===== src/rtl/lsu_mem_ctrl.sv =====
// lsu_mem_ctrl: load/store control between MEM stage and a 1-cycle-latency data RAM
module lsu_mem_ctrl #(
  parameter int unsigned RAM_BYTES = 8192,
  parameter logic [31:0] BASE_ADDR = 32'h0000_0000
) (
  input  logic        clk,
  input  logic        rst,
  input  logic        req_valid_i,
  output logic        req_ready_o,
  input  logic        req_we_i,
  input  logic [2:0]  req_size_i,
  input  logic [31:0] req_addr_i,
  input  logic [31:0] req_wdata_i,
  output logic        rsp_valid_o,
  input  logic        rsp_ready_i,
  output logic [31:0] rsp_rdata_o,
  output logic [1:0]  rsp_err_o,
  output logic [31:0] rsp_badaddr_o,
  output logic [31:0] mem_addr_o,
  output logic [31:0] mem_data_o,
  output logic        mem_we_o,
  output logic        mem_re_o,
  output logic [2:0]  mem_size_o,
  input  logic [31:0] mem_data_i
);
  typedef enum logic [1:0] {IDLE, ACCESS, RESP} state_t;
  state_t state_q, state_d;
  logic        we_q, first_q;
  logic [1:0]  err_q;
  logic [31:0] addr_q, maddr_q, mdata_q, hold_q;
  logic [2:0]  msize_q;
  logic        illegal, misal, oor, accept;
  logic [1:0]  cls_err;
  logic [32:0] nbytes, off33, end33;
  assign illegal = req_size_i == 3'b011 || req_size_i[2:1] == 2'b11 || (req_we_i && req_size_i[2]);
  assign misal   = (req_size_i[1:0] == 2'b01 && req_addr_i[0]) ||
                   (req_size_i == 3'b010 && req_addr_i[1:0] != 2'b00);
  assign nbytes  = req_size_i[1] ? 33'd4 : req_size_i[0] ? 33'd2 : 33'd1;
  // 33-bit range arithmetic keeps a wrapped end address from looking in-range
  assign off33   = {1'b0, req_addr_i} - {1'b0, BASE_ADDR};
  assign end33   = off33 + nbytes;
  assign oor     = req_addr_i < BASE_ADDR || end33 > 33'(RAM_BYTES);
  assign cls_err = (illegal || misal) ? 2'b01 : oor ? 2'b10 : 2'b00;
  assign accept  = state_q == IDLE && req_valid_i;
  assign mem_addr_o    = maddr_q;
  assign mem_data_o    = mdata_q;
  assign mem_size_o    = msize_q;
  assign mem_we_o      = state_q == ACCESS && we_q && !rst;
  assign mem_re_o      = state_q == ACCESS && !we_q && !rst;
  assign rsp_err_o     = state_q == RESP ? err_q : 2'b00;
  assign rsp_badaddr_o = (state_q == RESP && err_q != 2'b00) ? addr_q : 32'h0;
  assign rsp_rdata_o   = (state_q == RESP && err_q == 2'b00 && !we_q) ? (first_q ? mem_data_i : hold_q) : 32'h0;
  // state register
  always_ff @(posedge clk)
    state_q <= rst ? IDLE : state_d;
  // next state and handshake outputs
  always_comb begin
    state_d     = state_q;
    req_ready_o = 1'b0;
    rsp_valid_o = 1'b0;
    case (state_q)
      IDLE: begin
        req_ready_o = 1'b1;
        state_d     = req_valid_i ? (cls_err != 2'b00 ? RESP : ACCESS) : IDLE;
      end
      ACCESS: state_d = RESP;
      RESP: begin
        rsp_valid_o = 1'b1;
        state_d     = rsp_ready_i ? IDLE : RESP;
      end
      default: state_d = IDLE;
    endcase
  end
  // request capture; RAM-side registers only move for requests that will reach the RAM
  always_ff @(posedge clk) begin
    if (rst) begin
      we_q    <= 1'b0;
      err_q   <= 2'b00;
      addr_q  <= 32'h0;
      maddr_q <= 32'h0;
      mdata_q <= 32'h0;
      msize_q <= 3'b000;
      first_q <= 1'b0;
      hold_q  <= 32'h0;
    end else begin
      if (accept) begin
        we_q   <= req_we_i;
        err_q  <= cls_err;
        addr_q <= req_addr_i;
        if (cls_err == 2'b00) begin
          maddr_q <= req_addr_i - BASE_ADDR;
          mdata_q <= req_wdata_i;
          msize_q <= req_size_i;
        end
      end
      first_q <= state_q == ACCESS && !we_q;
      if (first_q) hold_q <= mem_data_i;
    end
  end
endmodule


===== config.mk =====
export PLATFORM = sky130hd
export DESIGN_NAME = lsu_mem_ctrl
export DESIGN_NICKNAME = d
export VERILOG_FILES = /design/src/rtl/lsu_mem_ctrl.sv
export SDC_FILE = /design/constraint.sdc
export NUM_CORES = 1
export LEC_CHECK = 0
export BUFFER_PORTS_ARGS = -buffer_cell sky130_fd_sc_hd__buf_2
export CAP_MARGIN = 20
export CORE_ASPECT_RATIO = 0.75
export CORE_MARGIN = 1.5
export CORE_UTILIZATION = 45
export DETAILED_ROUTE_END_ITERATION = 6
export PLACE_DENSITY = 0.86
export REMOVE_ABC_BUFFERS = 1
export SLEW_MARGIN = 20
export SYNTH_ARGS = -nofsm -noshare
export SYNTH_HDL_FRONTEND = slang
export SYNTH_SLANG_ARGS = --single-unit

===== constraint.sdc =====
create_clock -name clk -period 3.3 [get_ports clk]
set_input_delay 0.165 -clock clk [delete_from_list [all_inputs] [get_ports clk]]
set_output_delay 0.165 -clock clk [all_outputs]
set_load 0.03 [all_outputs]

==> Word level (Yosys, flattened, before mapping) <==
Cells that the tools add are included.
W data, S select, Z words.
{ "op_classes": {"n_reduce_logical": 25, "n_mux": 14, "addsub": 1, "eq_ne": 6, "order_cmp": 2} }
{ "ops": {"columns": ["operator", "n"], "rows": [
  ["$mux W32", 3],
  ["$add A32 B3 Y33", 1],
  ["$gt A33 B14 Y1 const B", 1],
  ["$lt A32 B1 Y1 const B", 1],
  ["$mux W2", 7],
  ["$logic_and A1 B1 Y1", 11],
  ["$eq A3 B2 Y1 const B", 2],
  ["$logic_not A2 Y1", 3],
  ["$pmux W2 S3", 1],
  ["$reduce_bool A2 Y1", 3],
  ["$logic_or A1 B1 Y1", 5],
  ["$eq A2 B1 Y1 const B", 2],
  ["$eq A2 B2 Y1 const B", 2],
  ["$mux W3", 1],
  ["$logic_not A1 Y1", 2],
  ["$mux W1", 2],
  ["$reduce_and A2 Y1", 1]
]} }
{ "word_totals": {"regBits": 137, "out_inout_bits": 137, "inputBits": 104} }

==> Longest topological paths before layout <==
{ "depth": {"ltp_word": 11, "ltp_mapped": 15, "ltp_nobuf": 12} }

==> Least setup slack after synthesis <==
No wires, ideal clock.
{ "synth_path": {"path_kind": "input to register", "start": "in req_size_i[0]", "end": "reg maddr_q[10], in the netlist mem_addr_o[10]", "t_arrival_ns": 2.923, "required_time_ns": 3.168, "stages": 14, "setup_slack_ns": 0.245, "setup_ns": 0.132, "cell_sequence": "nor2_1 -> ha_1 -> inv_1 -> fa_1 -> nand2b_1 -> a21oi_1 -> and3_1 -> a31oi_1 -> nor4_2 -> nand4_2 -> clkbuf_1 -> clkbuf_1 -> o21ai_0 -> a21oi_1"} }
{ "synth_between": {"elab_chain_cells": 9, "word_cells_on_any_way": 18, "classes_between": "1 x add/sub; 1 x order compare; 3 x eq/ne; 4 x mux; 9 x reduce/logical"} }
{ "synth_lines": {"columns": ["item", "line", "rtl"], "rows": [
  ["start, declared", "11", "input logic [2:0] req_size_i,"],
  ["$mux W2", "38", "assign nbytes = req_size_i[1] ? 33'd4 : req_size_i[0] ? 33'd2 : 33'd1;"],
  ["$mux W3", "38", null],
  ["$add A32 B3 Y33", "41", "assign end33 = off33 + nbytes;"],
  ["$gt A33 B14 Y1", "42", "assign oor = req_addr_i < BASE_ADDR || end33 > 33'(RAM_BYTES);"],
  ["$logic_or A1 B1 Y1", "42", null],
  ["$mux W2", "43", "assign cls_err = (illegal || misal) ? 2'b01 : oor ? 2'b10 : 2'b00;"],
  ["$mux W2 (*)", "43", null],
  ["$logic_not A2 Y1 (*)", "90", "if (cls_err == 2'b00) begin"],
  ["$reduce_and A2 Y1 (no source line) (*)", null, null],
  ["end signal, assigned", "91", "maddr_q <= req_addr_i - BASE_ADDR;"],
  ["end, declared", "30", "logic [31:0] addr_q, maddr_q, mdata_q, hold_q;"]
]} }
Every way passes the cells marked *; elsewhere a longest branch is shown, timed or not.
A chain may end at the register's enable or synchronous reset.

==> Final worst setup path <==
{ "layout_path": {"start": "in req_size_i[0]", "end": "reg maddr_q[16], in the netlist mem_addr_o[16]"} }
Same word-level chain as after synthesis.

==> results.toml <==
[synth]
synth_warnings = 0
ys_seq_area_share_pct = 45.1
syn_avg_cell_area_um2 = 8.24
synth_edf_count = 0
ys_types = 56
synth_area_um2 = 6080
synth_most_common_cell = "dfxtp_1"
synth_cells = 738
synth.largest_area_cell = "dfxtp_1"
yosys_most_used_dff = "dfxtp_1"
yosys-top-cells-count = "137 x dfxtp_1, 86 x a21oi_1, 80 x nand2_1, 76 x nor2_1, 58 x nand3_1"
yosys-top-cells-area = "dfxtp_1 45%, a21oi_1 7.1%, mux2i_1 5.8%"
ys_ff_latch = 137
async_flop_share_pct = 0
synth_top_area_share_pct = 45.1

[setup_path]
cp_slowest_stage_delay_ns = 0.42
path_buf_inv = 3
required_ns = 3.55
cp.arrival_ns = 3.22
crit_chain = "buf_2 -> nor2_1 -> ha_1 -> inv_1 -> fa_1 -> nand2b_1 -> a21oi_1 -> nand3_1 -> nor4b_1 -> o211ai_1 -> or2_2 -> buf_12 -> nor2_8 -> nor3b_1"
crit_type = "in2reg"
critical_path.endpoint_type = "register"
path_delay_family = "simple AND/OR/NAND/NOR gates"
critPathLaunchType = "input pin"
path_max_fanout = 50
slowest_stage = "a21oi_1"

[die]
die-area_um2 = 14200
die_w_um = 137
fp-row-count = 36
die_y_um = 104
initial_core_util_pct = 46.4
boundaryPins = 241
core_area_um2 = 13100

[sta]
fin_crit_ns = 2.98
rsz0062_at_grt = "no"
fmax_ghz = 0.336
relSlewSlack_pct = 31.5
hold_violations = 0
fin_setup_tns_ns = 0
tightest_slew_ns = 1.03
skew_ns = 0.00808
setup_viol = 0
period_share_pct = 90.2
drv_slew = 0

[layout]
fin_nets = 1064
drive_gt1_share_pct = 30.7
areaGrowthSynthToFinish_pct = 32.1
postLayoutCellArea_um2 = 8030
antennaDiodeCount = 0

[cts]
htreeDepth = 4
clkSlewWorstSetupHoldPaths_ns = 0.06
clock_sinks = 137
hold_buffers = 4
ctsResizeCount = 0
numCtsBuffers = 17
cts_root_buffer = "clkbuf_16"
post-cts-setup-buffers = 0
clkLatencyLatePin_ns = 0.40
cts_tree = "built"
clockBufferDepth = 2

[detailed_routing]
drt_iter0_markers = 400
wl_um = 17700
antenna_left = 0
wl_per_cell_um = 15.5
vias_per_cell = 5.45
via_count = 6209
drt_first_pass_iters = 5
post-route-drc-count = 0

[hold_path]
hold_class = "in2reg"

[grt]
first_global_vias = 5615
grt.overflow.total = 0
grt_start_max_net_pins = 91
grt_pass1_wl_um = 27900
grt_use_total_pct = 24.3
grt_antenna_before_repair = 0

[place]
dp_hpwl_um = 12200
gp_congestion = 0.929
io_buffers = 240
placedInstanceArea_um2 = 7410

[power]
ir_drop_v = 0.000330
power_leakage_uw = 0.00350
power_density_nw_per_um2 = 479
p_total_uw = 3840

[run]
maxCapViolCount = 0

[run_status]
status = "completed"
flip-flops by register name, indices dropped and copies added, names as in the netlist:
signal and flops:
err_q 2, mem_addr_o 32, first_q 1, state_q 2, hold_q 32, mem_data_o 32, we_q 1, mem_size_o 3
addr_q 32
final timing paths:
check / startpoint / end / cells past startpoint / slack (ns)
max: req_size_i[0] / mem_addr_o[16] / 14 / 0.32
min: req_wdata_i[7] / mem_data_o[7] / 3 / 0.01
min reg2reg: addr_q[17] / addr_q[17] / 2 / 0.45
max reg2reg: state_q[1] / mem_data_o[6] / 7 / 1.39
layout by cell type (no fill, tap or decap), types with 6 or more instances in the layout:
cell	Yosys	routed
a21oi_1	86	86
o21ai_1	7	7
nor3b_1	19	19
and2_1	39	39
xor2_1	6	6
nor2_1	76	75
buf_2	10	239
o21ai_0	44	44
nand4_1	10	10
and3_1	8	8
clkbuf_16	0	17
nand3_1	58	58
buf_4	2	9
nand2_1	80	80
dfxtp_1	137	136
mux2i_1	35	35
report_power, final:
group | total [µW] | switching, µW | internal (µW)
clock network | 1850 | 728 | 1120
logic | 298 | 190 | 107
registers | 1690 | 13.4 | 1680
total | 3840 | 932 | 2910
per-stage QoR:
step / hold slack [ns] / cells / worst slack (ns) / utilization (%)
after global placement: 0.421 / 1104 / -0.0140 / 56.6
after floorplan: 0.234 / 680 / -0.754 / -
final: 0.0132 / 1140 / 0.323 / 61.3
after CTS: 0.000421 / 1140 / 0.342 / 61.3
after global routing: 0.00528 / 1140 / 0.0279 / 61.3
after detailed placement: 0.427 / 1104 / -0.0857 / 56.6
kinds of logic (layout without fill, tap and decap cells):
logic type / Yosys count / after routing / synth area share [%]
adders and majority gates: 4 / 4 / 0.947
buffers and inverters: 63 / 294 / 4.47
and+or+nand+nor: 324 / 324 / 27.3
DFF: 137 / 137 / 45.1
xor gates and xnor gates: 8 / 8 / 1.15
AOI/OAI and AO/OA: 166 / 166 / 15.1
muxes: 36 / 36 / 5.95
area by class of cell:
| type | instances | area, µm² |
|---|---|---|
| clock inverters | 12 | 139 |
| repair buffers | 257 | 1400 |
| flip-flops and latches | 137 | 2740 |
| well taps | 171 | 214 |
| inverters | 5 | 18.8 |
| clock buffers | 20 | 437 |
| multi-input cells | 538 | 3070 |
| fillers | 1169 | 5080 |
worst register-to-register path, delay by kind of cell, from the launching register on:
| family | cells | cell delay [ns] |
|---|---|---|
| simple gates | 5 | 1.08 |
| flops | 1 | 0.37 |
| compound gates | 1 | 0.18 |
| buf+inv | 1 | 0.20 |
routing by layer:
metal,part of all wire [%],up-vias,track usage [%]
li1,-,3013,-
met1,45,2899,32.8
met5,0,-,0
met4,2.1,0,8.05
met2,45,267,37.2
met3,8.8,30,7.05
(Power assumes the default switching activity.)
